### config.mk
export PLATFORM = sky130hd
export DESIGN_NAME = eth_rx_dispatch
export DESIGN_NICKNAME = d
export VERILOG_FILES = /design/src/rtl/eth_rx_dispatch.sv
export SDC_FILE = /design/constraint.sdc
export NUM_CORES = 1
export LEC_CHECK = 0
export ABC_AREA = 1
export CAP_MARGIN = 20
export CORE_ASPECT_RATIO = 1.4
export CORE_MARGIN = 1
export CORE_UTILIZATION = 28
export CTS_CLUSTER_SIZE = 20
export DETAILED_ROUTE_END_ITERATION = 16
export PLACE_DENSITY = 0.41
export SLEW_MARGIN = 20
export SYNTH_ARGS = -nofsm -noshare
export SYNTH_HDL_FRONTEND = slang
export SYNTH_SLANG_ARGS = --single-unit
### constraint.sdc
create_clock -name clk -period 1.9 [get_ports clk]
set_clock_uncertainty 0.05 [all_clocks]
set_input_delay 0.285 -clock clk [delete_from_list [all_inputs] [get_ports clk]]
set_output_delay 0.285 -clock clk [all_outputs]
set_load 0.02 [all_outputs]
### src/rtl/eth_rx_dispatch.sv
// eth_rx_dispatch: classify GMII RX frames and forward them, delayed, to the ARP, ICMP or UDP receiver
module eth_rx_dispatch #(
  parameter logic [47:0] BOARD_MAC = 48'h00_11_22_33_44_55,
  parameter int DELAY = 32
) (
  input  logic        clk,
  input  logic        reset,
  input  logic        gmii_rx_dv,
  input  logic [7:0]  gmii_rxd,
  output logic        arp_rx_dv,
  output logic [7:0]  arp_rxd,
  output logic        icmp_rx_dv,
  output logic [7:0]  icmp_rxd,
  output logic        udp_rx_dv,
  output logic [7:0]  udp_rxd,
  output logic [15:0] drop_cnt
);
  typedef enum logic [1:0] {WAIT_IDLE, IDLE, RX} state_t;
  localparam logic [1:0] R_DROP = 2'd0, R_ARP = 2'd1, R_ICMP = 2'd2, R_UDP = 2'd3;

  state_t      state;
  logic [5:0]  cnt, idx;
  logic        pre_ok, mac_ok, bc_ok, sof, take, in_mac, pre_b;
  logic [47:0] mac_sh;
  logic [15:0] ether_type;
  logic [1:0]  pending_route, out_route, decision, route_now;
  logic [DELAY-1:0] dl_dv, dl_sof;
  logic [7:0]  dl_d [DELAY];

  assign sof = state == IDLE && gmii_rx_dv;
  assign take = sof || (state == RX && gmii_rx_dv);
  assign idx = sof ? 6'd0 : cnt;
  assign in_mac = idx >= 6'd8 && idx <= 6'd13;
  assign pre_b = idx <= 6'd6 ? gmii_rxd == 8'h55 : idx == 6'd7 ? gmii_rxd == 8'hD5 : 1'b1;
  // gmii_rxd is the IPv4 protocol byte when this is consumed (i=31)
  assign decision = !(pre_ok && (mac_ok || bc_ok)) ? R_DROP :
                    ether_type == 16'h0806 ? R_ARP :
                    ether_type != 16'h0800 ? R_DROP :
                    gmii_rxd == 8'd1 ? R_ICMP :
                    gmii_rxd == 8'd17 ? R_UDP : R_DROP;
  // a frame's route takes effect exactly when its first byte leaves the delay line
  assign route_now = dl_sof[DELAY-1] ? pending_route : out_route;

  // frame tracking, header checks and per-frame route decision
  always_ff @(posedge clk) begin
    if (reset) begin
      state <= WAIT_IDLE;
      cnt <= 6'd0;
      pre_ok <= 1'b0;
      mac_ok <= 1'b0;
      bc_ok <= 1'b0;
      mac_sh <= 48'd0;
      ether_type <= 16'd0;
      pending_route <= R_DROP;
    end else begin
      state <= !gmii_rx_dv ? IDLE : state == WAIT_IDLE ? WAIT_IDLE : RX;
      if (take) begin
        cnt <= idx == 6'd63 ? idx : idx + 6'd1;
        pre_ok <= (sof || pre_ok) && pre_b;
        mac_ok <= (sof || mac_ok) && (!in_mac || gmii_rxd == mac_sh[47:40]);
        bc_ok <= (sof || bc_ok) && (!in_mac || gmii_rxd == 8'hFF);
        mac_sh <= sof ? BOARD_MAC : in_mac ? mac_sh << 8 : mac_sh;
        ether_type <= idx == 6'd20 ? {gmii_rxd, ether_type[7:0]} :
                      idx == 6'd21 ? {ether_type[15:8], gmii_rxd} : ether_type;
        pending_route <= sof ? R_DROP : idx == 6'd31 ? decision : pending_route;
      end
    end
  end

  // delay line holding each byte until its frame's route is known
  always_ff @(posedge clk) begin
    if (reset) begin
      dl_dv <= '0;
      dl_sof <= '0;
      for (int k = 0; k < DELAY; k++) dl_d[k] <= 8'h00;
    end else begin
      dl_dv <= {dl_dv[DELAY-2:0], take};
      dl_sof <= {dl_sof[DELAY-2:0], sof};
      dl_d[0] <= take ? gmii_rxd : 8'h00;
      for (int k = 1; k < DELAY; k++) dl_d[k] <= dl_d[k-1];
    end
  end

  // registered per-port outputs and saturating drop counter
  always_ff @(posedge clk) begin
    if (reset) begin
      out_route <= R_DROP;
      arp_rx_dv <= 1'b0;
      arp_rxd <= 8'h00;
      icmp_rx_dv <= 1'b0;
      icmp_rxd <= 8'h00;
      udp_rx_dv <= 1'b0;
      udp_rxd <= 8'h00;
      drop_cnt <= 16'd0;
    end else begin
      out_route <= route_now;
      arp_rx_dv <= dl_dv[DELAY-1] && route_now == R_ARP;
      arp_rxd <= route_now == R_ARP ? dl_d[DELAY-1] : 8'h00;
      icmp_rx_dv <= dl_dv[DELAY-1] && route_now == R_ICMP;
      icmp_rxd <= route_now == R_ICMP ? dl_d[DELAY-1] : 8'h00;
      udp_rx_dv <= dl_dv[DELAY-1] && route_now == R_UDP;
      udp_rxd <= route_now == R_UDP ? dl_d[DELAY-1] : 8'h00;
      drop_cnt <= dl_sof[DELAY-1] && route_now == R_DROP && drop_cnt != 16'hFFFF ? drop_cnt + 16'd1 : drop_cnt;
    end
  end
endmodule

=== Yosys cells after proc, flatten, opt, wreduce, memory -nomap -nowiden ===
Memories as Yosys holds them, arrays and structs flattened.
Index checks and enable logic that the tools add are counted.

* Shift operators: 0
* Eq/ne operators: 19
* Multiplexer cells: 54
* Reductions and logical operators: 32
* Bitwise operators: 37
* Divide/modulo/power cells: 0
* Multipliers: 0
* Add/sub/neg operators: 2
* $lt $le $gt $ge: 3

{| class="wikitable"
|+ Operator list
! kind !! count
|-
| $mux W8 || 34
|-
| $mux W48 || 2
|-
| $or A1 B1 Y1 || 32
|-
| $eq A6 B5 Y1 const B || 3
|-
| $mux W2 || 9
|-
| $add A16 B1 Y16 const B || 1
|-
| $eq A16 B12 Y1 const B || 1
|-
| $eq A8 B8 Y1 const B || 2
|-
| $mux W16 || 1
|-
| $ne A16 B12 Y1 const B || 1
|-
| $ne A16 B16 Y1 const B || 1
|-
| $logic_and A1 B1 Y1 || 12
|-
| $mux W6 || 2
|-
| $eq A8 B1 Y1 const B || 1
|-
| $eq A8 B5 Y1 const B || 1
|-
| $eq A8 B7 Y1 const B || 1
|-
| $eq A8 B8 Y1 || 1
|-
| $reduce_or A2 Y1 || 4
|-
| $logic_or A1 B1 Y1 || 7
|-
| $add A6 B1 Y6 const B || 1
|-
| $eq A2 B2 Y1 const B || 3
|-
| $eq A6 B3 Y1 const B || 1
|-
| $eq A6 B6 Y1 const B || 1
|-
| $ge A6 B4 Y1 const B || 1
|-
| other kinds (10) || 24
|}

* Output and inout bits: 43
* ROM bits: 0
* Flip-flop bits (word level): 186
* Memory bits (writable): 256
* Word-level logic and storage cells: 168
* Latch bits: 0
* Memories kept: 1

{| class="wikitable"
|+ Memories
! name !! words !! bits a word !! read ports !! clocked after Yosys merged registers in !! write ports !! line !! RTL
|-
| dl_d || 32 || 8 || 32 || 0 || 32 || 28 || <nowiki>logic [7:0] dl_d [DELAY];</nowiki>
|}

=== Logic depth before layout (Yosys ltp) ===
Gate-level depths: netlist of the first run.

* Depth in word-level cells: 8
* Depth in mapped cells: 13

=== Worst setup path after synthesis of the first run ===
Ideal clock, no wire load.

* Kind: register to register
* Start point: register state[0]
* End point: register ether_type[14]
* Setup time: 0.113 ns
* Cell stages (with the launch flop): 11
* Setup slack: 0.175 ns
* Buffers on the path: 2
* Clock period less this slack: 1.725 ns
* Arrival: 1.562 ns
* Path through: dfxtp_1 > nand3_2 > buf_4 > nand2_1 > ha_1 > nand4_1 > nor3_4 > buf_4 > nand2_1 > nand2_1 > nor2_1

* Longest elaborated chain between the ends: 5
* Elaborated cells on any way between the ends: 8
* Classes of those cells: eq/ne (3); mux (1); reduce/logical (4)

{| class="wikitable"
|+ RTL lines
! what !! line !! RTL
|-
| from (decl) || 21 || <nowiki>state_t state;</nowiki>
|-
| from (signal assigned) || 56 || <nowiki>state <= !gmii_rx_dv ? IDLE : state == WAIT_IDLE ? WAIT_IDLE : RX;</nowiki>
|-
| $eq A2 B1 Y1 || 30 || <nowiki>assign sof = state == IDLE && gmii_rx_dv;</nowiki>
|-
| $logic_and A1 B1 Y1 || 30 ||
|-
| $mux W6 || 32 || <nowiki>assign idx = sof ? 6'd0 : cnt;</nowiki>
|-
| $eq A6 B5 Y1 || 63 || <nowiki>ether_type <= idx == 6'd20 ? {gmii_rxd, ether_type[7:0]} :</nowiki>
|-
| $reduce_and A2 Y1 (no line) (*) || n/a ||
|-
| to (signal assigned) || 63 ||
|-
| to (decl) || 25 || <nowiki>logic [15:0] ether_type;</nowiki>
|}

Every way passes the cells marked *; elsewhere a longest branch is shown, timed or not.
A chain may end at the register's enable or synchronous reset.

=== Worst setup path in the final report of the first run ===
* Start point: register arp_rxd[5], read port of dl_d
* End point: output port arp_rxd[5]

{| class="wikitable"
|+ RTL lines
! what !! line !! RTL
|-
| from (decl) || 11 || <nowiki>output logic [7:0] arp_rxd,</nowiki>
|}

No word-level cell between the ends.

==> results of run 1 <==
[layout by cell type, fill, tap and decap left out, drive strengths merged]
cell type	n
dlygate4sd3	1
ha	2
dlygate4sd2	16
o211a	1
nand3b	3
nand3	24
clkinvlp	1
buf	41
clkdlybuf4s50	36
clkbuf	61
clkinv	4
nor2	440
inv	360
nor3b	2
o21bai	1
nand2	122
xor2	7
a31oi	1
a21oi	28
nor4	1
o21ai	28
nand4	7
nor3	6
dfxtp	405
xnor2	4
o211ai	1
[layout make-up]
cell class,instances,area share
tap,558,0.0459
timing repair buffer,94,0.0600
multi-input combinational,678,0.192
clock inverter,5,0.00181
inverter,360,0.0895
clock buffer,61,0.0783
sequential,405,0.533
[repair_timing]
action / in CTS / in global routing
gates resized for setup: 16 / 7
cloned: 0 / 0
setup endpoints to repair: 16 / 8
hold buffers: 1 / 0
hold endpoints to repair: 8 / 0
[worst min-delay path, cell delays in order, from the launching register on]
cell and delay, ns:
dfxtp_1 0.29, inv_1 0.04, nor2_1 0.03
[worst paths after layout]
kind,from,endpoint,slack [ns],cells past startpoint
worst max-delay path,arp_rxd[5],arp_rxd[5],0.11,1
worst max register to register,state[1],ether_type[7],0.22,13
worst min-delay path,dl_d[0][126],dl_d[0][134],0.34,2
worst min register to register,dl_d[0][126],dl_d[0][134],0.34,2
[layer usage]
layer,part of all wire,track usage
met5,0,0
met4,0.035,0.0460
met3,0.037,0.0213
met1,0.42,0.104
met2,0.50,0.178
[sequential cells by signal, summed over array words and instances (netlist names), 8 cells and up]
signal	cells
ether_type	16
mac_sh	11
dl_sof	32
dl_dv	32
icmp_rxd	8
arp_rxd	8
udp_rxd	8
drop_cnt	16
dl_d	256
[power by group]
group | leakage (nW) | switching (mW) | internal (mW)
combinational | 1.99 | 0.222 | 0.104
clock | 0.599 | 3.07 | 4.29
sequential | 3.26 | 0.0178 | 8.52
total | 5.86 | 3.31 | 12.9
[metrics by stage]
stage	util	instance area, sq um	setup WS, ns	cells	hold WS (ns)
after floorplan	-	12600	0.175	1489	0.307
after global placement	0.317	14000	-0.211	2094	0.339
after detailed placement	0.317	14000	-0.256	2094	0.342
after CTS	0.344	15200	0.0649	2161	0.344
after global routing	0.344	15200	0.00472	2161	0.351
final	0.344	15200	0.112	2161	0.341
[logic make-up (layout without fill, tap and decap cells)]
logic type               after synthesis  count (layout)  synth area share
XOR/XNOR                              11              11           0.00766
adder cells (fa/ha/maj)                2               2           0.00199
AND/OR/NAND/NOR                      605             605             0.195
flip-flops                           405             405             0.645
AO/OA/AOI/OAI                         60              60            0.0275
buffers and inverters                406             520             0.124
==> flow_summary.ini, run 1 <==
[synth]
synth_edf_count = 0
netlist_area_sq_um = 12600
ys_async_sr_fraction = 0
ys_top_cells_by_count = nor2_1, dfxtp_1, inv_1, nand2_1, clkbuf_1
syn-num-nets = 1502
ys_warn_count = 0
synthFlopType = dfxtp_1
synth_area_leaders = dfxtp_1, nor2_1, inv_1
synth.distinct_cells = 34
synth_top_cell_by_area = dfxtp_1
postSynthCellCount = 1489
synth_top_area_frac = 0.645
yosysSeqAreaShare = 0.645
postSynthAreaPerCell_sq_um = 8.45
synth_most_common_cell = nor2_1
ys_ff_latch = 405

[die]
fp-row-count = 91
core_sq_um = 44200
die_x_microns = 181
ios = 54
die_h_microns = 253
initial_core_util = 0.285
dieArea_sq_um = 45800

[clock_tree]
path_clk_slew_ns = 0.06
cts_tree = yes
cts.path.max_buffers = 3
ctsHtreeMaxLevel = 2
clkLatencyLatePin_ns = 0.52
cts.sinks = 405
cts_root_buf = clkbuf_16
cts-buffers-inserted = 39
cts_setup_buffers = 0

[layout]
fillCellCount = 4648
n_antenna_cell = 0
drive_above_1_share = 0.0861
regArea_sq_um = 8110
multi_input_area_sq_um = 2920
synthToLayoutAreaGrowth_pct = 21.0
nets = 1591

[global_route]
grt_pass1_wl_microns = 36600
grt_usage = 0.0967
antenna_found_initial = 0
grt_remaining_overflow = 0
grt_max_degree = 111
grt_pass1_vias = 7980

[detailed_routing]
ant_nets = 0
num_vias = 8378
viasPerCell = 3.88
wire_per_inst_microns = 9.71
drt_iter0_markers = 308
drt-total-wl_microns = 21000
route.detailed.drc = 0
first_pass_iters = 4

[power_and_ir_drop]
leakage_nw = 5.86
ir_worst_vdd_v = 0.000489
p_total_mw = 16.2
power.density_nw_per_um2 = 1070

[setup_path]
criticalPathCategory = flip-flop to output pin
endpoint_kind = output pin
cpMaxStageDelayCell = clkdlybuf4s50_1
crit_family = buffers and inverters
path_cells = clkdlybuf4s50_1
cp.required_ns = 1.56
critPathLaunchType = flip-flop
crit_buf_inv = 1
crit_arrival_ns = 1.45
slowest_delay_ns = 0.62
cp_max_fo = 1

[placement]
hpwl_microns = 13400
gp_congestion = 0.796
portBuffers = 53

[timing]
setup_viol = 0
relSlewSlack = 0.704
rsz0062_at_grt = no
fin_crit_sh = 0.941
worst_pin_slew_ns = 0.444
clock.fmax_mhz = 559
slew_viol_final = 0
final-hold-violation-count = 0
finalCriticalPeriod_ns = 1.79
tns_ns = 0

[min_path]
hold_path_class = flip-flop to flip-flop

[run_status]
status = finished, final reports clean

[flow_run]
cap_violations = 0
Note: power is estimated with default switching activity, not from simulation.
==> inputs of run 2 (changes only) <==
--- a/config.mk
+++ b/config.mk
@@ -17,3 +17,4 @@
 export SYNTH_ARGS = -nofsm -noshare
 export SYNTH_HDL_FRONTEND = slang
 export SYNTH_SLANG_ARGS = --single-unit
+export TNS_END_PERCENT = 100
==> constraint.sdc (replaced) <==
create_clock -name clk -period 1.75 [get_ports clk]
set_clock_uncertainty 0.05 [all_clocks]
set_input_delay 0.2625 -clock clk [delete_from_list [all_inputs] [get_ports clk]]
set_output_delay 0.2625 -clock clk [all_outputs]
set_load 0.02 [all_outputs]
==> run 2 against run 1 <==
  * Total power up 16%
  * Critical endpoint is now drop_cnt[12]
  * Hold slack worse by 0.0010 ns
  * Clock power up 25%
  * Flip-flop and latch count stayed put
  * Via count up 0.84%
  * Critical path depth unchanged
  * Die area unchanged
  * Sequential share of layout area decreased by 1.0 points
  * Register-to-register slack worse by 0.09 ns
  * Routed wire length grew 0.40%
  * Non-clock buffer count is 6 higher
==> flow_summary.ini, run 2 (same netlist as run 1, synthesis figures left out) <==
[placement]
portBuffers = 53
gp_congestion = 0.793
hpwl_microns = 13300

[timing]
setup_viol = 0
final-hold-violation-count = 0
finalCriticalPeriod_ns = 1.67
whs_ns = 0.340
fin_crit_sh = 0.955
relSlewSlack = 0.716
clock.fmax_mhz = 598
slew_viol_final = 0
tns_ns = 0
worst_pin_slew_ns = 0.425

[die]
dieArea_sq_um = 45800
die_h_microns = 253
initial_core_util = 0.285
fp-row-count = 91
ios = 54
core_sq_um = 44200
die_x_microns = 181

[layout]
reg.largest.list = dl_d (256), dl_dv (32), dl_sof (32)
drive_above_1_share = 0.100
n_antenna_cell = 0
final_cell_mix = nor2_1, dfxtp_1, inv_1, nand2_1
largest_register_ffs = 256
synthToLayoutAreaGrowth_pct = 23.5
utilization = 0.351
fillCellCount = 4680
nets = 1600
top_register = dl_d
layout_commonest_cell = nor2_1

[power_and_ir_drop]
ir_worst_vdd_v = 0.000569
power.density_nw_per_um2 = 1210
leakage_nw = 6.14

[global_route]
use_met1 = 0.105
grt_pass1_vias = 7952
grt_pass1_wl_microns = 36700
busiest_layer = met2
grt_usage = 0.0968
use_met2 = 0.176
use_met3 = 0.0223
antenna_found_initial = 0
grt_max_degree = 51
grt_remaining_overflow = 0

[run_status]
status = finished, final reports clean

[clock_tree]
clkLatencyLatePin_ns = 0.53
path_clk_slew_ns = 0.06
cts.path.max_buffers = 3
cts.sinks = 405
cts_tree = yes
cts-buffers-inserted = 41
cts_root_buf = clkbuf_16
ctsHtreeMaxLevel = 2

[setup_path]
cp_max_fo = 5
reg2reg_depth = 12
crit_family = flip-flops
critPathLaunchType = flip-flop
crit_buf_inv = 1
path_depth = 1
startpoint = drop_cnt[12]
slowest_delay_ns = 0.45
rr_startpoint = state[1]
crit_arrival_ns = 1.36
path_cells = dlygate4sd2_1
cp.required_ns = 1.44
r2r_setup_slack_ns = 0.13
cpMaxStageDelayCell = dfxtp_1
endpoint_kind = output pin
criticalPathCategory = flip-flop to output pin

[detailed_routing]
drt_iter0_markers = 302
wire_per_inst_microns = 9.68
ant_nets = 0
first_pass_iters = 4
viasPerCell = 3.88
num_vias = 8448
drt-total-wl_microns = 21100
route.detailed.drc = 0

[min_path]
hold_path_depth = 2
worstHoldStart = dl_d[0][89]
hold_path_class = flip-flop to flip-flop

[flow_run]
cap_violations = 0
==> run 2: cell count changes in the layout (fill, tap and decap cells not counted), sizes merged <==
cell / previous run / this run
buf: 41 / 47
dlygate4sd2: 16 / 43
clkbuf: 61 / 64
nand2: 122 / 123
clkinv: 4 / 2
inv: 360 / 363
bufinv: 0 / 5
clkdlybuf4s50: 36 / 9
==> run 2: worst paths after layout <==
check                                     end
worst max register to register  ether_type[6]
worst max-delay path             drop_cnt[12]
worst min register to register    dl_d[0][97]
worst min-delay path              dl_d[0][97]
==> run 2: through the flow <==
step	power [mW]	setup WS, ns	instance area (sq um)	cells
detailed placement	9.86	-0.325	14000	2096
global placement	9.86	-0.294	14000	2096
global route	19.7	-0.00705	15500	2177
finish	18.9	0.0790	15500	2177
floorplan	9.68	0.0254	12600	1489
CTS	19.3	0.00762	15400	2172
==> run 2: metal layers <==
metal  vias to the layer above  routed length [microns]
met4                         0                      688
met5                         -                        0
met2                       100                    10500
met3                        50                      826
li1                       4434                        -
met1                      3864                     9020
==> run 2: report_power, final <==
group          internal (mW)  leakage (nW)  total, mW  switching (mW)
sequential              9.25          3.27       9.27          0.0184
combinational          0.136          2.16      0.385           0.249
clock                   5.69         0.707       9.20            3.51
==> run 2: cell type report <==
cell class | instances | area [sq um] | share of cell area
Clock buffer | 64 | 1250 | 0.0808
Multi-Input combinational cell | 679 | 2960 | 0.190
Clock inverter | 11 | 198 | 0.0127
Inverter | 360 | 1360 | 0.0878
Sequential cell | 405 | 8110 | 0.523
Timing Repair Buffer | 100 | 941 | 0.0606
Tap cell | 558 | 698 | 0.0450
==> run 2: timing repair <==
| item | CTS | global route |
|---|---|---|
| cloned | 0 | 1 |
| buffers inserted | 0 | 4 |
| resized for setup | 44 | 19 |
| hold buffers | 1 | 0 |
| pin swaps | 0 | 1 |
| hold endpoints to repair | 7 | 0 |
| endpoints found under the setup margin | 43 | 32 |
